===== config.mk =====
export PLATFORM = sky130hd
export DESIGN_NAME = mem_stage_ctrl_flat
export DESIGN_NICKNAME = d
export VERILOG_FILES = /design/src/rtl/mem_stage_ctrl_if.sv /design/src/rtl/mem_stage_ctrl.sv /design/src/flat_wrapper.sv
export SDC_FILE = /design/constraint.sdc
export NUM_CORES = 1
export LEC_CHECK = 0
export CORE_ASPECT_RATIO = 1.5
export CORE_UTILIZATION = 40
export CTS_BUF_LIST = sky130_fd_sc_hd__clkbuf_4 sky130_fd_sc_hd__clkbuf_8
export DETAILED_ROUTE_END_ITERATION = 8
export GPL_ROUTABILITY_DRIVEN = 1
export HOLD_SLACK_MARGIN = 0.06
export PLACE_DENSITY_LB_ADDON = 0.3
export SYNTH_ARGS = -nofsm -noshare
export SYNTH_HDL_FRONTEND = slang
export SYNTH_SLANG_ARGS = --single-unit

===== constraint.sdc =====
create_clock -name clk -period 2.29 [get_ports clk]
set_clock_uncertainty 0.2 [all_clocks]
set_input_delay 0.458 -clock clk [delete_from_list [all_inputs] [get_ports clk]]
set_output_delay 0.458 -clock clk [all_outputs]
set_load 0.02 [all_outputs]

===== src/rtl/mem_stage_ctrl_if.sv =====
// Data-memory bus between the memory-stage controller and the data memory.
`timescale 1ns/1ps
interface mem_stage_ctrl_if #(
  parameter int ADDR_W = 32
);
  logic              mem_req;
  logic              mem_we;
  logic [ADDR_W-1:0] mem_addr;
  logic [31:0]       mem_wdata;
  logic [3:0]        mem_wstrb;
  logic              mem_ack;
  logic [31:0]       mem_rdata;

  modport master (
    output mem_req, mem_we, mem_addr, mem_wdata, mem_wstrb,
    input  mem_ack, mem_rdata
  );

  modport slave (
    input  mem_req, mem_we, mem_addr, mem_wdata, mem_wstrb,
    output mem_ack, mem_rdata
  );
endinterface


===== src/rtl/mem_stage_ctrl.sv =====
// Memory-stage access controller: req/ack handshake with data memory,
// pipeline stall, store strobe/lane formatting, load alignment/extension,
// and fault reporting for misaligned, illegal and timed-out accesses.
`timescale 1ns/1ps
module mem_stage_ctrl #(
  parameter int ADDR_W  = 32,
  parameter int TIMEOUT = 255,
  parameter int TO_W    = 8
) (
  input  logic              clk,
  input  logic              rst,
  input  logic              MemRead,
  input  logic              MemWrite,
  input  logic [2:0]        funct3,
  input  logic [ADDR_W-1:0] addr,
  input  logic [31:0]       wdata,
  output logic              Stall,
  output logic [31:0]       rdata,
  output logic              rdata_valid,
  output logic              AccessFault,
  mem_stage_ctrl_if.master  mem
);

  typedef enum logic [1:0] {IDLE, BUSY, DONE} state_t;

  localparam logic [TO_W-1:0] TO_LAST = TO_W'(TIMEOUT - 1);

  state_t          state, state_n;
  logic [TO_W-1:0] to_cnt;
  logic            op_store;
  logic [2:0]      op_f3;
  logic [1:0]      op_lo;

  logic            go, illegal, misaligned;
  logic            accept, reject, acked, expired;
  logic [3:0]      st_strb;
  logic [31:0]     st_data;
  logic [7:0]      ld_byte;
  logic [15:0]     ld_half;
  logic [31:0]     ld_data;

  // Classify the request presented in IDLE
  always_comb begin
    go         = MemRead | MemWrite;
    illegal    = (MemRead & MemWrite)
               | (MemRead  & !(funct3 inside {3'b000, 3'b001, 3'b010, 3'b100, 3'b101}))
               | (MemWrite & !(funct3 inside {3'b000, 3'b001, 3'b010}));
    misaligned = ((funct3 == 3'b001 || funct3 == 3'b101) && addr[0])
               || (funct3 == 3'b010 && addr[1:0] != 2'b00);
  end

  // Store strobes and lane-replicated data; loads present an empty write
  always_comb begin
    st_strb = '0;
    st_data = '0;
    if (MemWrite) begin
      case (funct3[1:0])
        2'b00: begin
          st_strb = 4'b0001 << addr[1:0];
          st_data = {4{wdata[7:0]}};
        end
        2'b01: begin
          st_strb = 4'b0011 << {addr[1], 1'b0};
          st_data = {2{wdata[15:0]}};
        end
        default: begin
          st_strb = '1;
          st_data = wdata;
        end
      endcase
    end
  end

  // Load lane select and extension using the latched funct3/offset
  always_comb begin
    ld_byte = mem.mem_rdata[{op_lo, 3'b000} +: 8];
    ld_half = mem.mem_rdata[{op_lo[1], 4'b0000} +: 16];
    case (op_f3)
      3'b000:  ld_data = {{24{ld_byte[7]}}, ld_byte};
      3'b100:  ld_data = {24'b0, ld_byte};
      3'b001:  ld_data = {{16{ld_half[15]}}, ld_half};
      3'b101:  ld_data = {16'b0, ld_half};
      default: ld_data = mem.mem_rdata;
    endcase
  end

  // Next-state logic and combinational stall
  always_comb begin
    state_n = state;
    Stall   = 1'b0;
    accept  = 1'b0;
    reject  = 1'b0;
    acked   = 1'b0;
    expired = 1'b0;
    case (state)
      IDLE: begin
        if (go) begin
          if (illegal || misaligned) begin
            reject  = 1'b1;
            state_n = DONE;
          end else begin
            accept  = 1'b1;
            Stall   = 1'b1;
            state_n = BUSY;
          end
        end
      end
      BUSY: begin
        Stall = 1'b1;
        if (mem.mem_ack) begin
          acked   = 1'b1;
          state_n = DONE;
        end else if (to_cnt == TO_LAST) begin
          expired = 1'b1;
          state_n = DONE;
        end
      end
      DONE:    state_n = IDLE;
      default: state_n = IDLE;
    endcase
  end

  // State register
  always_ff @(posedge clk) begin
    if (rst) state <= IDLE;
    else     state <= state_n;
  end

  // Bus registers, latched operation, timeout counter and result pulses
  always_ff @(posedge clk) begin
    if (rst) begin
      to_cnt        <= '0;
      op_store      <= 1'b0;
      op_f3         <= '0;
      op_lo         <= '0;
      mem.mem_req   <= 1'b0;
      mem.mem_we    <= 1'b0;
      mem.mem_addr  <= '0;
      mem.mem_wdata <= '0;
      mem.mem_wstrb <= '0;
      rdata         <= '0;
      rdata_valid   <= 1'b0;
      AccessFault   <= 1'b0;
    end else begin
      rdata_valid <= 1'b0;
      AccessFault <= 1'b0;
      if (accept) begin
        mem.mem_req   <= 1'b1;
        mem.mem_we    <= MemWrite;
        mem.mem_addr  <= {addr[ADDR_W-1:2], 2'b00};
        mem.mem_wdata <= st_data;
        mem.mem_wstrb <= st_strb;
        op_store      <= MemWrite;
        op_f3         <= funct3;
        op_lo         <= addr[1:0];
        to_cnt        <= '0;
      end
      if (reject) AccessFault <= 1'b1;
      if (acked) begin
        mem.mem_req <= 1'b0;
        mem.mem_we  <= 1'b0;
        if (!op_store) begin
          rdata       <= ld_data;
          rdata_valid <= 1'b1;
        end
      end
      if (expired) begin
        mem.mem_req <= 1'b0;
        mem.mem_we  <= 1'b0;
        AccessFault <= 1'b1;
        rdata       <= '0;
      end
      if (state == BUSY && !acked && !expired) to_cnt <= to_cnt + 1'b1;
    end
  end

endmodule


===== src/flat_wrapper.sv =====
// flat-port wrapper written by rule: the top's interface ports become plain ports
module mem_stage_ctrl_flat 
#(
  parameter int ADDR_W  = 32,
  parameter int TIMEOUT = 255,
  parameter int TO_W    = 8
)
  (clk, rst, MemRead, MemWrite, funct3, addr, wdata, Stall, rdata, rdata_valid, AccessFault, mem_mem_req, mem_mem_we, mem_mem_addr, mem_mem_wdata, mem_mem_wstrb, mem_mem_ack, mem_mem_rdata);
  mem_stage_ctrl_if #(.ADDR_W(ADDR_W)) mem_i ();
  input  logic clk;
  input  logic rst;
  input  logic MemRead;
  input  logic MemWrite;
  input  logic [2:0] funct3;
  input  logic [ADDR_W-1:0] addr;
  input  logic [31:0] wdata;
  output logic Stall;
  output logic [31:0] rdata;
  output logic rdata_valid;
  output logic AccessFault;
  output wire logic [$bits(mem_i.mem_req)-1:0] mem_mem_req;
  output wire logic [$bits(mem_i.mem_we)-1:0] mem_mem_we;
  output wire logic [$bits(mem_i.mem_addr)-1:0] mem_mem_addr;
  output wire logic [$bits(mem_i.mem_wdata)-1:0] mem_mem_wdata;
  output wire logic [$bits(mem_i.mem_wstrb)-1:0] mem_mem_wstrb;
  input wire logic [$bits(mem_i.mem_ack)-1:0] mem_mem_ack;
  input wire logic [$bits(mem_i.mem_rdata)-1:0] mem_mem_rdata;
  assign mem_mem_req = mem_i.mem_req;
  assign mem_mem_we = mem_i.mem_we;
  assign mem_mem_addr = mem_i.mem_addr;
  assign mem_mem_wdata = mem_i.mem_wdata;
  assign mem_mem_wstrb = mem_i.mem_wstrb;
  assign mem_i.mem_ack = mem_mem_ack;
  assign mem_i.mem_rdata = mem_mem_rdata;
  mem_stage_ctrl #(.ADDR_W(ADDR_W), .TIMEOUT(TIMEOUT), .TO_W(TO_W)) u_core (.clk(clk), .rst(rst), .MemRead(MemRead), .MemWrite(MemWrite), .funct3(funct3), .addr(addr), .wdata(wdata), .Stall(Stall), .rdata(rdata), .rdata_valid(rdata_valid), .AccessFault(AccessFault), .mem(mem_i));
endmodule

==> results of run 1 <==
-- layer usage --
| metal | GRT usage, % | vias to the layer above | routed length, um | share of wire, % |
|---|---|---|---|---|
| met5 | 0 | - | 0 | 0 |
| met4 | 10.21 | 0 | 380 | 2.4 |
| met3 | 6.742 | 23 | 1026 | 6.6 |
| met2 | 44.13 | 170 | 8389 | 54 |
| met1 | 24.52 | 2418 | 5825 | 37 |
| li1 | - | 2479 | - | - |
-- path summary, 6_finish.rpt --
check / start / endpoint / slack (ns) / depth (start not counted)
worst max-delay path: funct3[1] / Stall / 0.04 / 7
worst min-delay path: rst / u_core.to_cnt[1] / 0.19 / 2
worst max register to register: u_core.op_lo[1] / u_core.rdata[1] / 0.35 / 5
worst min register to register: u_core.rdata[3] / u_core.rdata[3] / 0.26 / 2
-- registers in the layout, summed over array words and instances, names as in the netlist --
register and count:
u_core.mem.mem_we 1, u_core.rdata 32, u_core.mem.mem_wstrb 4, u_core.state 2, u_core.op_lo 2, u_core.mem.mem_addr 30
u_core.rdata_valid 1, u_core.op_store 1, u_core.mem.mem_wdata 32, u_core.mem.mem_req 1, u_core.op_f3 3, u_core.to_cnt 8
u_core.AccessFault 1
-- worst max-delay path, delay by kind of cell --
| kind | cells | cell delay (ns) |
|---|---|---|
| compound gates | 3 | 0.47 |
| buf+inv | 3 | 0.54 |
| simple gates | 1 | 0.12 |
-- synthesized netlist by cell type (5+ instances only) --
cell type	n	area share [%]
o21ai_0	46	4.5
nor2_1	63	4.6
a21oi_1	42	4.1
a221oi_1	8	1.4
clkbuf_1	25	1.8
buf_4	5	0.73
buf_2	8	0.78
o22a_1	6	1.0
mux2_2	8	1.8
a22o_1	8	1.4
inv_1	5	0.37
mux2i_1	60	12
dfxtp_1	118	46
nand2_1	73	5.3
o221ai_1	6	1.0
a31oi_1	5	0.61
o21ai_2	9	1.5
nand3_1	14	1.4
-- power breakdown --
group | internal (uW) | switching [uW] | leakage (uW)
Combinational | 556 | 525 | 0.00205
Sequential | 2160 | 62.3 | 0.000958
Clock | 1000 | 896 | 0.000188
Total | 3720 | 1480 | 0.00320
-- timing repair --
item	4_1_cts	5_1_grt
buffers inserted	1	1
resized for setup	13	5
endpoints found under the setup margin	1	1
pin swaps	1	3
-- metrics by stage --
step	cell area (um^2)	power (uW)	worst slack (ns)
6_report	8011	5202	0.04213
4_1_cts	7996	5242	0.007892
5_1_grt	8011	5438	-0.01736
2_1_floorplan	5146	2786	0.06137
3_5_place_dp	7595	3346	-0.7385
3_3_place_gp	7595	3318	-0.7262
-- kinds of logic after synthesis --
group / count (synthesis)
multiplexers: 70
adder cells (fa/ha/maj): 2
AO/OA/AOI/OAI: 150
XOR/XNOR: 2
AND/OR/NAND/NOR: 179
other: 1
buffers and inverters: 47
flip-flops: 118
-- cell type report --
class	instances	area (um^2)
Inverter	5	18.77
Sequential cell	118	2362
Clock inverter	14	151.4
Clock buffer	18	247.7
Antenna cell	1	2.502
Fill cell	1060	4501
Timing Repair Buffer	250	2460
Tap cell	156	195.2
Multi-Input combinational cell	405	2574
==> impl_results.md, run 1 <==
* Layout cells sized above 1 at a little over an eighth
* Max Cap Viol at 0
* Simple-gate share of the synthesized area at 15.46%
* Inserted Clock Buffers at 17
* Die extent in x at between 90 and 100 um
* Main flop type after synthesis: dfxtp_1
* Final setup fails at 0
* Number of primary I/O pins at roughly 210
* Post-DRT Antenna Nets at 0
* Hold_ws at ~0.19 ns
* Hold Buf Count CTS at 0
* Die Ht at between 100 and 150 um
* Combinational family with the most area after synthesis: compound AO/OA/AOI/OAI gates
* Maximum fanout along the worst path at 9
* Peak supply drop at ~0.00062 V
* Via/cell ratio at 5.264
* Total grt overflow at 0
* Iteration-0 DRC Markers at ~210
* Vias in the first global route at between 5,000 and 6,000
* Critical Path Source Type: input port
* Synth unique cells at 56
* Synthesized instance count at 569
* Fmax at about 0.44 GHz
* RePlAce Congestion at slightly above 0.8
* Crit path max-delay cell type: clkdlybuf4s15_1
* Area growth from synthesis to layout at 55.90%
* Fin cells at 967
* PwrDens at about 650 nW/um^2
* Commonest non-fill, non-tap cell in the layout: clkdlybuf4s50_1
* Nets at roughly 900
* CTS max path bufs at 2
* Tmin final at roughly 2.2 ns
* Pin count of the biggest net entering global routing at 43
* Row Count at 50
* Detailed placement HPWL at about 12,000 um
* 1st-pass router iterations at 4
* Class of the most critical setup path: input port to output pin
* Initial antenna violation count at 1
* Worst path most repeated cell: buf_6
* Hold Path Class: input port to register
* Drt total wl at about 16,000 um
* Clk_lat worst skew at 0.42 ns
* Syn avg cell area at approximately 9.0 um^2
* Post-synthesis xor/xnor area fraction at 0.3409%
* Worst-path clk slew at approximately 0.070 ns
* Worst Max-Slew Pin Slew at between 0.6 and 0.7 ns
* CTS H-tree depth at 4
* Remaining DRCs at 0
* Crit path DAT at 1.59 ns
* Seq/Total Area, Yosys at a little under half
* Asr flop ratio synth at 0%
* Final Cycle Share at between 90 and 100%
* Core area at about 13,000 um^2
* #FFs+latches synth at 118
* Crit-path cells: clkdlybuf4s15_1 -> buf_6 -> a21o_1 -> a32oi_2 -> nand3_2 -> o21ai_2 -> buf_6
* Fin. Hold Viols at 0
* Worst path max stage delay at 0.23 ns
* Final Util at 64.03%
* Yosys warning total at 0
* GRT Util Overall at between 20% and 30%
* Initial Utilization at 41.07%
* Adder-Cell Fraction of Synth Area at less than 1%
* I/O Buffers at between 200 and 250
* Max transition margin at 56.31%
* Mux cell area share after synthesis at between 10% and 20%
* Compound-Gate Fraction of Synth Area at between 10% and 20%
* Full die area at 13,310 um^2
* Global-route wire length before repair at 24,880 um
* CTS tree: yes
* TNS Setup at 0 ns
* Status: complete, no violations
* Leakage at around 0.0032 uW
* Worst setup EP type: output pin
* Commonest cells after routing, fill and taps aside: 197 x clkdlybuf4s50_1, 118 x dfxtp_1, 73 x nand2_1, 63 x nor2_1, 60 x mux2i_1
* Max Slew Vio Count at 0
* Post-synth EDFFs at 0
* Cells after DPL at just over 900
* Root Buffer: clkbuf_8
* Routed len/inst at 16.15 um
* Clock sink count at approximately 120
* Post-Synthesis Cell Area at a little over 5000 um^2
* Via count at 5,090
* Critical Path RT at between 1.5 and 2 ns
Note: power is estimated with default switching activity, not from simulation.
==> run 2, diff against run 1 <==
CORE_UTILIZATION = 45   (was 40)
CTS_BUF_LIST = sky130_fd_sc_hd__clkbuf_8   (was sky130_fd_sc_hd__clkbuf_4 sky130_fd_sc_hd__clkbuf_8)
SKIP_CTS_REPAIR_TIMING = 1   (was default)
==> impl_results.md, run 2 (synthesis results as in run 1) <==
* Hold EP: u_core.rdata_valid
* Net Sw Power at 1473 uW (-0.68%)
* Number of primary I/O pins at 209 (unchanged)
* RSZ-0062 raised after global routing: no
* CTS max path bufs at 2 (unchanged)
* Internal power at 3913 uW (+5.2%)
* Combinational share of power at 20.2% (-0.6 points)
* Commonest cells after routing, fill and taps aside: 198 x clkdlybuf4s50_1, 118 x dfxtp_1, 73 x nand2_1, 63 x nor2_1, 60 x mux2i_1
* Fin. Hold Viols at 0 (unchanged)
* 1st-pass router iterations at 5 (+1)
* Via count at 5,108 (+0.35%)
* Largest registers: u_core.mem.mem_wdata: 32 flops, u_core.rdata: 32 flops, u_core.mem.mem_addr: 30 flops
* Design Area, Final at 8050 um^2 (+0.48%)
* Seq. cell area at 2362 um^2 (unchanged)
* Min-delay src: rst
* Peak supply drop at 0.0006872 V (+12%)
* Final Util at 72.82% (+8.8 points)
* Worst-path clk slew at 0.07 ns (about the same)
* Root Buffer: clkbuf_8
* Detailed placement HPWL at 11,700 um (about the same)
* Commonest non-fill, non-tap cell in the layout: clkdlybuf4s50_1
* GRT Util Overall at 27.14% (+3.3 points)
* FF-to-FF path depth at 6 (+1)
* Final Cycle Share at 98.77% (+0.61 points)
* Nets at 902 (-0.11%)
* Core area at 11,060 um^2 (-12%)
* FF-to-FF End: u_core.state[1]
* Max Cap Viol at 0 (unchanged)
* PwrDens at 669.0 nW/um^2 (+3.0%)
* I/O Buffers at 206 (unchanged)
* Global-route wire length before repair at 24,810 um (-0.28%)
* Seq pwr share at 41.3% (-1.4 points)
* Area growth from synthesis to layout at 56.66%
* CTS tree: yes
* Worst Max-Slew Pin Slew at 0.8726 ns (+0.2173 ns)
* Pin count of the biggest net entering global routing at 43 (unchanged)
* Switching Fraction at 27.35% (-1.2 points)
* Class of the most critical setup path: input port to output pin
* Inserted Clock Buffers at 17 (unchanged)
* Critical Path Source Type: input port
* Hold_ws at 0.2192 ns (+0.02874 ns)
* Via/cell ratio at 5.338 (+1.4%)
* Worst path max stage delay at 0.43 ns (+0.20 ns)
* Tmin final at 2.262 ns (+0.01393 ns)
* Final setup fails at 0 (unchanged)
* Initial antenna violation count at 1 (unchanged)
* Routed len/inst at 16.27 um (+0.75%)
* Clock sink count at 118 (unchanged)
* Maximum fanout along the worst path at 3 (-6)
* Layout cells sized above 1 at 13.47% (-0.23 points)
* Fmax at 0.4421 GHz (-0.62%)
* Status: complete, no violations
* RePlAce Congestion at 0.8490 (+3.2%)
* Hold Path Class: input port to register
* Crit-path cells: clkdlybuf4s50_1 -> buf_4 -> a32oi_2 -> nand3_2 -> o21ai_2 -> buf_6
* Die extent in x at 89.25 um (-5.6%)
* Worst Path Buf+Inv at 3 (unchanged)
* Total grt overflow at 0 (unchanged)
* Remaining DRCs at 0 (unchanged)
* Worst hold path depth at 2 (unchanged)
* Max transition margin at 41.61% (-15 points)
* Final WS setup at 0.02820 ns (-0.01393 ns)
* Leakage at 0.003262 uW (+2.1%)
* Vias in the first global route at 5,171 (-2.3%)
* Initial Utilization at 46.48% (+5.4 points)
* Drt total wl at 15,580 um (-0.29%)
* Crit path DAT at 1.60 ns (about the same)
* Iteration-0 DRC Markers at 229 (+8.0%)
* Clk_lat worst skew at 0.42 ns (about the same)
* R2R Path Start: u_core.to_cnt[1]
* Row Count at 47 (-6.0%)
* Post-DRT Antenna Nets at 0 (unchanged)
* CTS H-tree depth at 4 (unchanged)
* Worst setup EP type: output pin
* Post-place setup slack at -0.7270 ns (+0.01150 ns)
* Placed inst area at 7584 um^2 (-0.15%)
* Clk network pwr share at 38.5% (+2.0 points)
* Max Slew Vio Count at 0 (unchanged)
* Crit path max-delay cell type: clkdlybuf4s50_1
* Die Ht at 132.9 um (-5.6%)
* Area occupied by multi-input gates at 2574 um^2 (unchanged)
* Critical Path RT at 1.63 ns (about the same)
* Cells after DPL at 923 (-0.97%)
* Filler cells at 869 (-18%)
* Full die area at 11,860 um^2 (-11%)
* R2R setup slack at 0.33 ns (-0.02 ns)
* Family with the most delay on the worst path: buffers and inverters
* Fin cells at 957 (-1.0%)
run 2: how the worst max path moves through the flow:
stage,slack (ns),cells after the start,startpoint,endpoint
after floorplan,0.06,6,funct3[1],Stall
after global placement,-0.70,6,funct3[1],Stall
after detailed placement,-0.73,6,funct3[1],Stall
after CTS,-0.73,6,funct3[1],Stall
after global routing,0.0003,6,MemWrite,Stall
final,0.03,6,MemWrite,Stall
run 2: cell type report:
cell class              instances  area share, %
repair buffers                249          30.70
well taps                     147          2.285
inverters                       5         0.2331
multi-input cells             405          31.97
clock inverters                15          2.533
clock buffers                  17          2.906
diodes                          1        0.03108
flip-flops and latches        118          29.34
run 2: power by group through the flow:
stage | clock [uW] | combinational [uW] | sequential [uW]
6_report | 2070 | 1090 | 2220
3_3_place_gp | 0 | 1050 | 2260
5_1_grt | 2210 | 1160 | 2240
2_1_floorplan | 0 | 410 | 2380
4_1_cts | 2110 | 1090 | 2220
3_5_place_dp | 0 | 1080 | 2270
run 2: metal layers:
| metal | up-vias | routed length (um) | global-route usage (%) |
|---|---|---|---|
| met5 | - | 0 | 0 |
| met4 | 0 | 799 | 17.20 |
| met3 | 46 | 1072 | 7.923 |
| met2 | 210 | 7980 | 45.93 |
| met1 | 2370 | 5724 | 28.63 |
| li1 | 2482 | - | - |
run 2: metrics by stage:
stage / power (uW) / TNS (ns)
after CTS: 5422 / -0.7548
final: 5386 / 0
after global routing: 5607 / 0
after floorplan: 2786 / 0
after global placement: 3317 / -22.07
after detailed placement: 3349 / -26.92
==> run 3, diff against run 2 <==
CTS_CLUSTER_SIZE = 40   (was default)
==> results of run 3 <==
Same layout as run 2: the final DEF is identical, and so are final timing and power.
